<file path="src/rtl/fetch_unit.sv">
// fetch_unit: instruction-fetch front end. Owns the fetch PC, issues
// sequential word fetches, buffers in-order responses in a DEPTH-entry
// queue for decode, flushes on redirect and traps misaligned targets.
module fetch_unit #(
  parameter int unsigned     XLEN         = 32,
  parameter logic [XLEN-1:0] RESET_VECTOR = '0,
  parameter int unsigned     DEPTH        = 4
) (
  input  logic            clk,
  input  logic            reset,
  output logic            imem_req_valid,
  output logic [XLEN-1:0] imem_req_addr,
  input  logic            imem_req_ready,
  input  logic            imem_rsp_valid,
  input  logic [31:0]     imem_rsp_data,
  input  logic            redirect_valid,
  input  logic [XLEN-1:0] redirect_pc,
  output logic            inst_valid,
  input  logic            inst_ready,
  output logic [31:0]     inst_data,
  output logic [XLEN-1:0] inst_pc,
  output logic            fetch_err
);

  localparam int unsigned AW = $clog2(DEPTH);  // entry index width
  localparam int unsigned PW = AW + 1;         // pointer width incl. wrap bit
  localparam int unsigned CW = AW + 2;         // drop counter width, holds 2*DEPTH

  typedef enum logic [1:0] {IDLE, FETCH, ERROR} state_e;

  state_e          r_state;
  state_e          w_state_next;
  logic [XLEN-1:0] r_fetch_pc;
  logic [PW-1:0]   r_head;   // next entry decode consumes
  logic [PW-1:0]   r_fill;   // next entry a response lands in
  logic [PW-1:0]   r_alloc;  // next entry a request claims
  logic [CW-1:0]   r_drop_cnt;

  logic [XLEN-1:0] r_pc_mem   [DEPTH];
  logic [31:0]     r_data_mem [DEPTH];

  logic            w_req_fire;
  logic            w_rsp_drop;
  logic            w_rsp_keep;
  logic            w_consume;
  logic            w_misaligned;
  logic [PW-1:0]   w_used;
  logic [PW-1:0]   w_inflight;
  logic [CW-1:0]   w_drop_next;

  // Entries allocated but not yet consumed decide the full condition;
  // requests sent but not yet answered become stale on a redirect.
  assign w_used       = r_alloc - r_head;
  assign w_inflight   = r_alloc - r_fill;
  assign w_misaligned = (redirect_pc[1:0] != 2'b00);

  // A response in a redirect cycle is stale, as is any owed to an earlier flush.
  assign w_rsp_drop = imem_rsp_valid && (redirect_valid || (r_drop_cnt != '0));
  assign w_rsp_keep = imem_rsp_valid && !w_rsp_drop;

  // Stale total after a flush: already-doomed responses plus every unanswered
  // request, less the one being discarded in this very cycle.
  assign w_drop_next = r_drop_cnt + CW'(w_inflight) - CW'(imem_rsp_valid);

  assign inst_valid    = (r_head != r_fill) && !redirect_valid;
  assign w_consume     = inst_valid && inst_ready;
  assign w_req_fire    = imem_req_valid && imem_req_ready;
  assign imem_req_addr = r_fetch_pc;
  assign inst_data     = r_data_mem[r_head[AW-1:0]];
  assign inst_pc       = r_pc_mem[r_head[AW-1:0]];
  assign fetch_err     = (r_state == ERROR);

  // State register.
  // NOTE: sequential state uses non-blocking assignments so every register
  // samples pre-edge values regardless of block ordering.
  always_ff @(posedge clk or negedge reset) begin
    if (!reset) r_state <= IDLE;
    else        r_state <= w_state_next;
  end

  // Next state and request-valid decode.
  // NOTE: every output of this block gets a default first, so no path can
  // leave a signal unassigned and infer a latch.
  always_comb begin
    w_state_next   = r_state;
    imem_req_valid = 1'b0;
    unique case (r_state)
      IDLE:    w_state_next = FETCH;
      FETCH:   imem_req_valid = (w_used != PW'(DEPTH)) && !redirect_valid;
      ERROR:   w_state_next = ERROR;
      default: w_state_next = IDLE;
    endcase
    if (redirect_valid) w_state_next = w_misaligned ? ERROR : FETCH;
  end

  // Fetch PC, queue pointers and stale-response counter.
  always_ff @(posedge clk or negedge reset) begin
    if (!reset) begin
      r_fetch_pc <= RESET_VECTOR;
      r_head     <= '0;
      r_fill     <= '0;
      r_alloc    <= '0;
      r_drop_cnt <= '0;
    end else if (redirect_valid) begin
      r_fetch_pc <= redirect_pc;
      r_head     <= '0;
      r_fill     <= '0;
      r_alloc    <= '0;
      r_drop_cnt <= w_drop_next;
    end else begin
      if (w_req_fire) begin
        r_alloc    <= r_alloc + PW'(1);
        r_fetch_pc <= r_fetch_pc + XLEN'(4);
      end
      if (w_rsp_keep) r_fill     <= r_fill + PW'(1);
      if (w_rsp_drop) r_drop_cnt <= r_drop_cnt - CW'(1);
      if (w_consume)  r_head     <= r_head + PW'(1);
    end
  end

  // Queue payload: PC captured at request, word captured at response.
  // NOTE: the payload arrays carry no reset; pointers alone decide which
  // entries are meaningful, so clearing them would only cost logic.
  always_ff @(posedge clk) begin
    if (w_req_fire) r_pc_mem[r_alloc[AW-1:0]]  <= r_fetch_pc;
    if (w_rsp_keep) r_data_mem[r_fill[AW-1:0]] <= imem_rsp_data;
  end

endmodule

</file>
<file path="config.mk">
export PLATFORM = sky130hd
export DESIGN_NAME = fetch_unit
export DESIGN_NICKNAME = d
export VERILOG_FILES = /design/src/rtl/fetch_unit.sv
export SDC_FILE = /design/constraint.sdc
export NUM_CORES = 1
export LEC_CHECK = 0
export ABC_AREA = 1
export CAP_MARGIN = 10
export CORE_MARGIN = 3
export CORE_UTILIZATION = 52
export CTS_BUF_LIST = sky130_fd_sc_hd__clkbuf_16
export DETAILED_ROUTE_END_ITERATION = 12
export GPL_TIMING_DRIVEN = 0
export PLACE_DENSITY = 0.78
export SLEW_MARGIN = 10
export SYNTH_ARGS = -nofsm -noshare
export SYNTH_HDL_FRONTEND = slang
export SYNTH_SLANG_ARGS = --single-unit
</file>
<file path="constraint.sdc">
create_clock -name clk -period 6.5 [get_ports clk]
set_input_delay 1.3 -clock clk [delete_from_list [all_inputs] [get_ports clk]]
set_output_delay 1.3 -clock clk [all_outputs]
set_load 0.02 [all_outputs]
</file>
==> summary.txt <==
SYNTH
-----------------------------------------------------------------------------------------------------
Most instantiated flip-flop cell in the synthesis netlist                                    edfxtp_1
Cell accounting for the most synthesized area                                                edfxtp_1
Post-synthesis share of cell area spent on full adders, half adders and majority gates          2.33%
Mean Syn Cell Area                                                                         11.3 sq um
Yosys top cell area share                                                                       59.2%
Sequential area share after synthesis                                                           68.2%
Largest cells by area after synthesis                                                    edfxtp_1, dfrtp_1, nand2_1, o21ai_0, nor2_1
Synthesized area                                                                         13,000 sq um
Unique masters post-synth                                                                          30
Dominant cell by count in the synthesized netlist                                            edfxtp_1
Synthesized Nets                                                                                1,247
Number of flip-flops and latches in the synthesized netlist                                       303
Yosys Warn Count                                                                                    0
Simple-gate share of the synthesized area                                                       15.4%
Xor/xnor share of the synthesized area                                                          1.35%
Post-synthesis mux area share                                                                 0.0770%
Fraction of registers with async set or reset after synthesis                                   15.5%
Area fraction in compound gates after synthesis                                                 8.94%
Number of synthesized flops with an enable pin                                                    256
Combinational family with the most area after synthesis                                  simple AND/OR/NAND/NOR gates
Syn Inst Count                                                                                  1,154
Post-synth top cells                                                                     edfxtp_1, nand2_1, nor2_1

CLOCK TREE
-----------------------------------------------------------------------------------------------------
Number of buffers added for setup after CTS                                                         0
Post-CTS Resized                                                                                    0
Cts hold-fix bufs                                                                                   0
Max clock buf depth                                                                                 3
Sink count of the clock tree                                                                      303
Reg clk slew, reported paths                                                                  0.07 ns
Number of buffers added by the clock tree synthesis step                                           30
CTS HTree Levels                                                                                    1
TritonCTS clock tree                                                                            built
Clock tree root buffer cell                                                                 clkbuf_16
Clk Latency, worst-skew pair                                                                  0.55 ns

FLOORPLANNING
-----------------------------------------------------------------------------------------------------
Number of rows created at floorplan                                                                57
Die footprint                                                                            26,900 sq um
Floorplan core area                                                                      24,500 sq um
Height of the die                                                                              164 um
Effective utilization at floorplan                                                              53.1%
Chip width                                                                                     164 um
I/O pin total                                                                                     169

ROUTE
-----------------------------------------------------------------------------------------------------
Post-DRT Antenna Nets                                                                               0
First-pass detailed-route iteration total                                                           5
Starting DRC count in detailed routing                                                          1,195
Via Count                                                                                       9,737
Vias per inst                                                                                    5.69
Detail-routed net length per standard cell                                                    20.0 um
Post-detailed-route DRC marker count                                                                0
Total Wirelength                                                                            34,200 um

TIMING
-----------------------------------------------------------------------------------------------------
RSZ-0062 raised after global routing                                                               no
Slew Viols, Final                                                                                   0
Time the final worst path needs with I/O delays and setup                                     4.71 ns
Setup tns final                                                                                  0 ns
Total setup violations reported at the end of the flow                                              0
Final period util                                                                               72.4%
Headroom to the max-slew limit                                                                  44.7%
Fin Clk Skew                                                                                0.0162 ns
Hold violation total from the final report                                                          0
Fmax                                                                                          212 MHz
Transition time at the pin with the least slew margin                                        0.829 ns

GLOBAL ROUTING
-----------------------------------------------------------------------------------------------------
Number of global-route vias before repair                                                       9,604
Met2 Track Usage GR                                                                             42.0%
Number of antenna violations at the first check in global routing                                   1
Met3 usage in global routing                                                                    3.20%
Met1 routing resource usage after global routing                                                35.8%
Maximum number of pins on one net before global-route repair                                       33
First-pass GRT wire length                                                                  52,600 um
Total overflow reported by the global router                                                        0
Layer with the highest usage                                                                     met2
Total global-route track usage                                                                  25.3%

PLACED DESIGN
-----------------------------------------------------------------------------------------------------
Placed cell count                                                                               1,654
Count of port buffers added during placement                                                      168
DPL Wire Length                                                                             22,900 um
Global placement routability congestion                                                         0.947

CELLS AND AREA
-----------------------------------------------------------------------------------------------------
Synthesis-to-finish area growth                                                                 25.9%
Fin cells                                                                                       1,711
Share of final-layout standard cells stronger than drive strength 1                             7.43%
Count of nets after finishing                                                                   1,455
Total of fill cells in the finished design                                                      1,749
Register cell area after layout                                                            8860 sq um
Multi-input gate area in the final layout                                                  3700 sq um

PWR
-----------------------------------------------------------------------------------------------------
Power per standard cell area                                                              309 nW/um^2
Switching power                                                                               1.43 mW
Leakage component of the power                                                                5.97 nW
Switching Fraction                                                                              28.2%
Fraction of power consumed by combinational cells                                               20.1%
Share of total power in the clock network                                                       34.6%
Proportion of power drawn by flip-flops and latches                                             45.2%
Internal power                                                                                3.63 mW
Highest ir drop seen on vdd                                                                    203 uV

SETUP PATH
-----------------------------------------------------------------------------------------------------
Kind of critical path                                                                         reg2out
Critical-path cell list                                                                  buf_4 > inv_2 > buf_2 > clkbuf_1 > o21ai_0 > o22ai_1 > clkdlybuf4s50_1
Maximum cell stage delay along the critical path                                              0.68 ns
Critical path data required time                                                              5.20 ns
Endpoint kind of the worst setup timing path                                              output port
Cell with the biggest individual delay on the critical path                              clkdlybuf4s50_1
Data arrival time of the critical path                                                        3.41 ns
Biggest fanout along the worst timing path                                                         10
Worst reg-to-reg path cell count                                                                   11
Type of origin of the critical path                                                         flip-flop

OUTCOME
-----------------------------------------------------------------------------------------------------
Status                                                                                   finished clean

RUN
-----------------------------------------------------------------------------------------------------
# Max-Cap Violations                                                                                0

WORST HOLD PATH
-----------------------------------------------------------------------------------------------------
Number of cells traversed by the worst hold path                                                    1
Type of the tightest min-delay check                                                          reg2reg

critical path: cells and delay by family, from the launching register on:
family,cells,cell delay (ns)
AOI/OAI and AO/OA,2,0.53
DFF,1,0.52
buffers and inverters,5,1.79
final timing paths:
| check | start | to | slack [ns] |
|---|---|---|---|
| worst max register to register | r_head[1] | r_pc_mem[1][29] | 3.03 |
| max in group asynchronous | reset | r_head[2] | 5.18 |
| worst max-delay path | r_head[0] | inst_pc[11] | 1.79 |
| min in group asynchronous | reset | imem_req_addr[2] | 0.76 |
| worst min-delay path | r_state[1] | r_state[0] | 0.45 |
| worst min register to register | r_state[1] | r_state[0] | 0.45 |
logic make-up (layout without fill, tap and decap cells):
| logic type | count (synthesis) | after routing |
|---|---|---|
| and+or+nand+nor | 480 | 480 |
| buffers and inverters | 113 | 345 |
| xor gates and xnor gates | 20 | 20 |
| muxes | 1 | 1 |
| DFF | 303 | 303 |
| AOI/OAI and AO/OA | 214 | 214 |
| other | 0 | 1 |
| adders and majority gates | 23 | 23 |
per-layer routing:
metal / up-vias / wire length, um
met5: - / 0
met3: 41 / 2630
met4: 0 / 420
met2: 488 / 16800
li1: 4480 / -
met1: 4728 / 14300
flip-flops by register name, indices dropped and copies added, names as in the netlist:
register	cells
r_data_mem	128
r_pc_mem	128
imem_req_addr	32
r_drop_cnt	4
r_alloc	3
r_fill	3
r_head	3
r_state	2
cells in the final DEF, fill, tap and decap left out, drive strengths merged, types with 2 or more instances in the layout:
master         netlist  layout
edfxtp             256     256
nand2              198     198
nor2               189     189
clkdlybuf4s50        0     167
o21ai              141     141
nand3               76      76
o22ai               67      67
clkbuf              34      65
inv                 54      59
dfrtp               47      47
buf                 25      34
ha                  21      21
nand3b              13      13
xor2                11      11
clkinv               0      11
xnor2                9       9
clkinvlp             0       5
a21oi                5       5
bufinv               0       4
nand4                3       3
fa                   2       2
metrics by stage:
stage	utilization, %	cell area [sq um]	setup slack, ns	power [mW]	hold WS, ns
floorplan	-	13000	2.87	2.85	0.414
global placement	61.6	15100	1.01	3.29	0.419
detailed placement	62.7	15300	2.10	3.33	0.444
CTS	66.9	16400	1.79	5.06	0.443
global route	66.9	16400	1.64	5.24	0.456
finish	66.9	16400	1.79	5.05	0.453
final cells by class:
| type | instances | area share (%) |
|---|---|---|
| clock inverter | 25 | 1.46 |
| multi-input combinational | 738 | 22.6 |
| antenna | 1 | 0.0153 |
| tap | 324 | 2.48 |
| timing repair buffer | 176 | 11.6 |
| buffer | 59 | 1.71 |
| clock buffer | 31 | 4.74 |
| sequential | 303 | 54.2 |
| inverter | 54 | 1.25 |
power by group through the flow:
| stage | clock [mW] | sequential, mW | combinational (mW) |
|---|---|---|---|
| 5_1_grt | 1.84 | 2.29 | 1.11 |
| 3_5_place_dp | 0 | 2.32 | 1.01 |
| 3_3_place_gp | 0 | 2.32 | 0.973 |
| 4_1_cts | 1.76 | 2.28 | 1.02 |
| 6_report | 1.75 | 2.29 | 1.02 |
| 2_1_floorplan | 0 | 2.31 | 0.536 |
(Power assumes the default switching activity.)
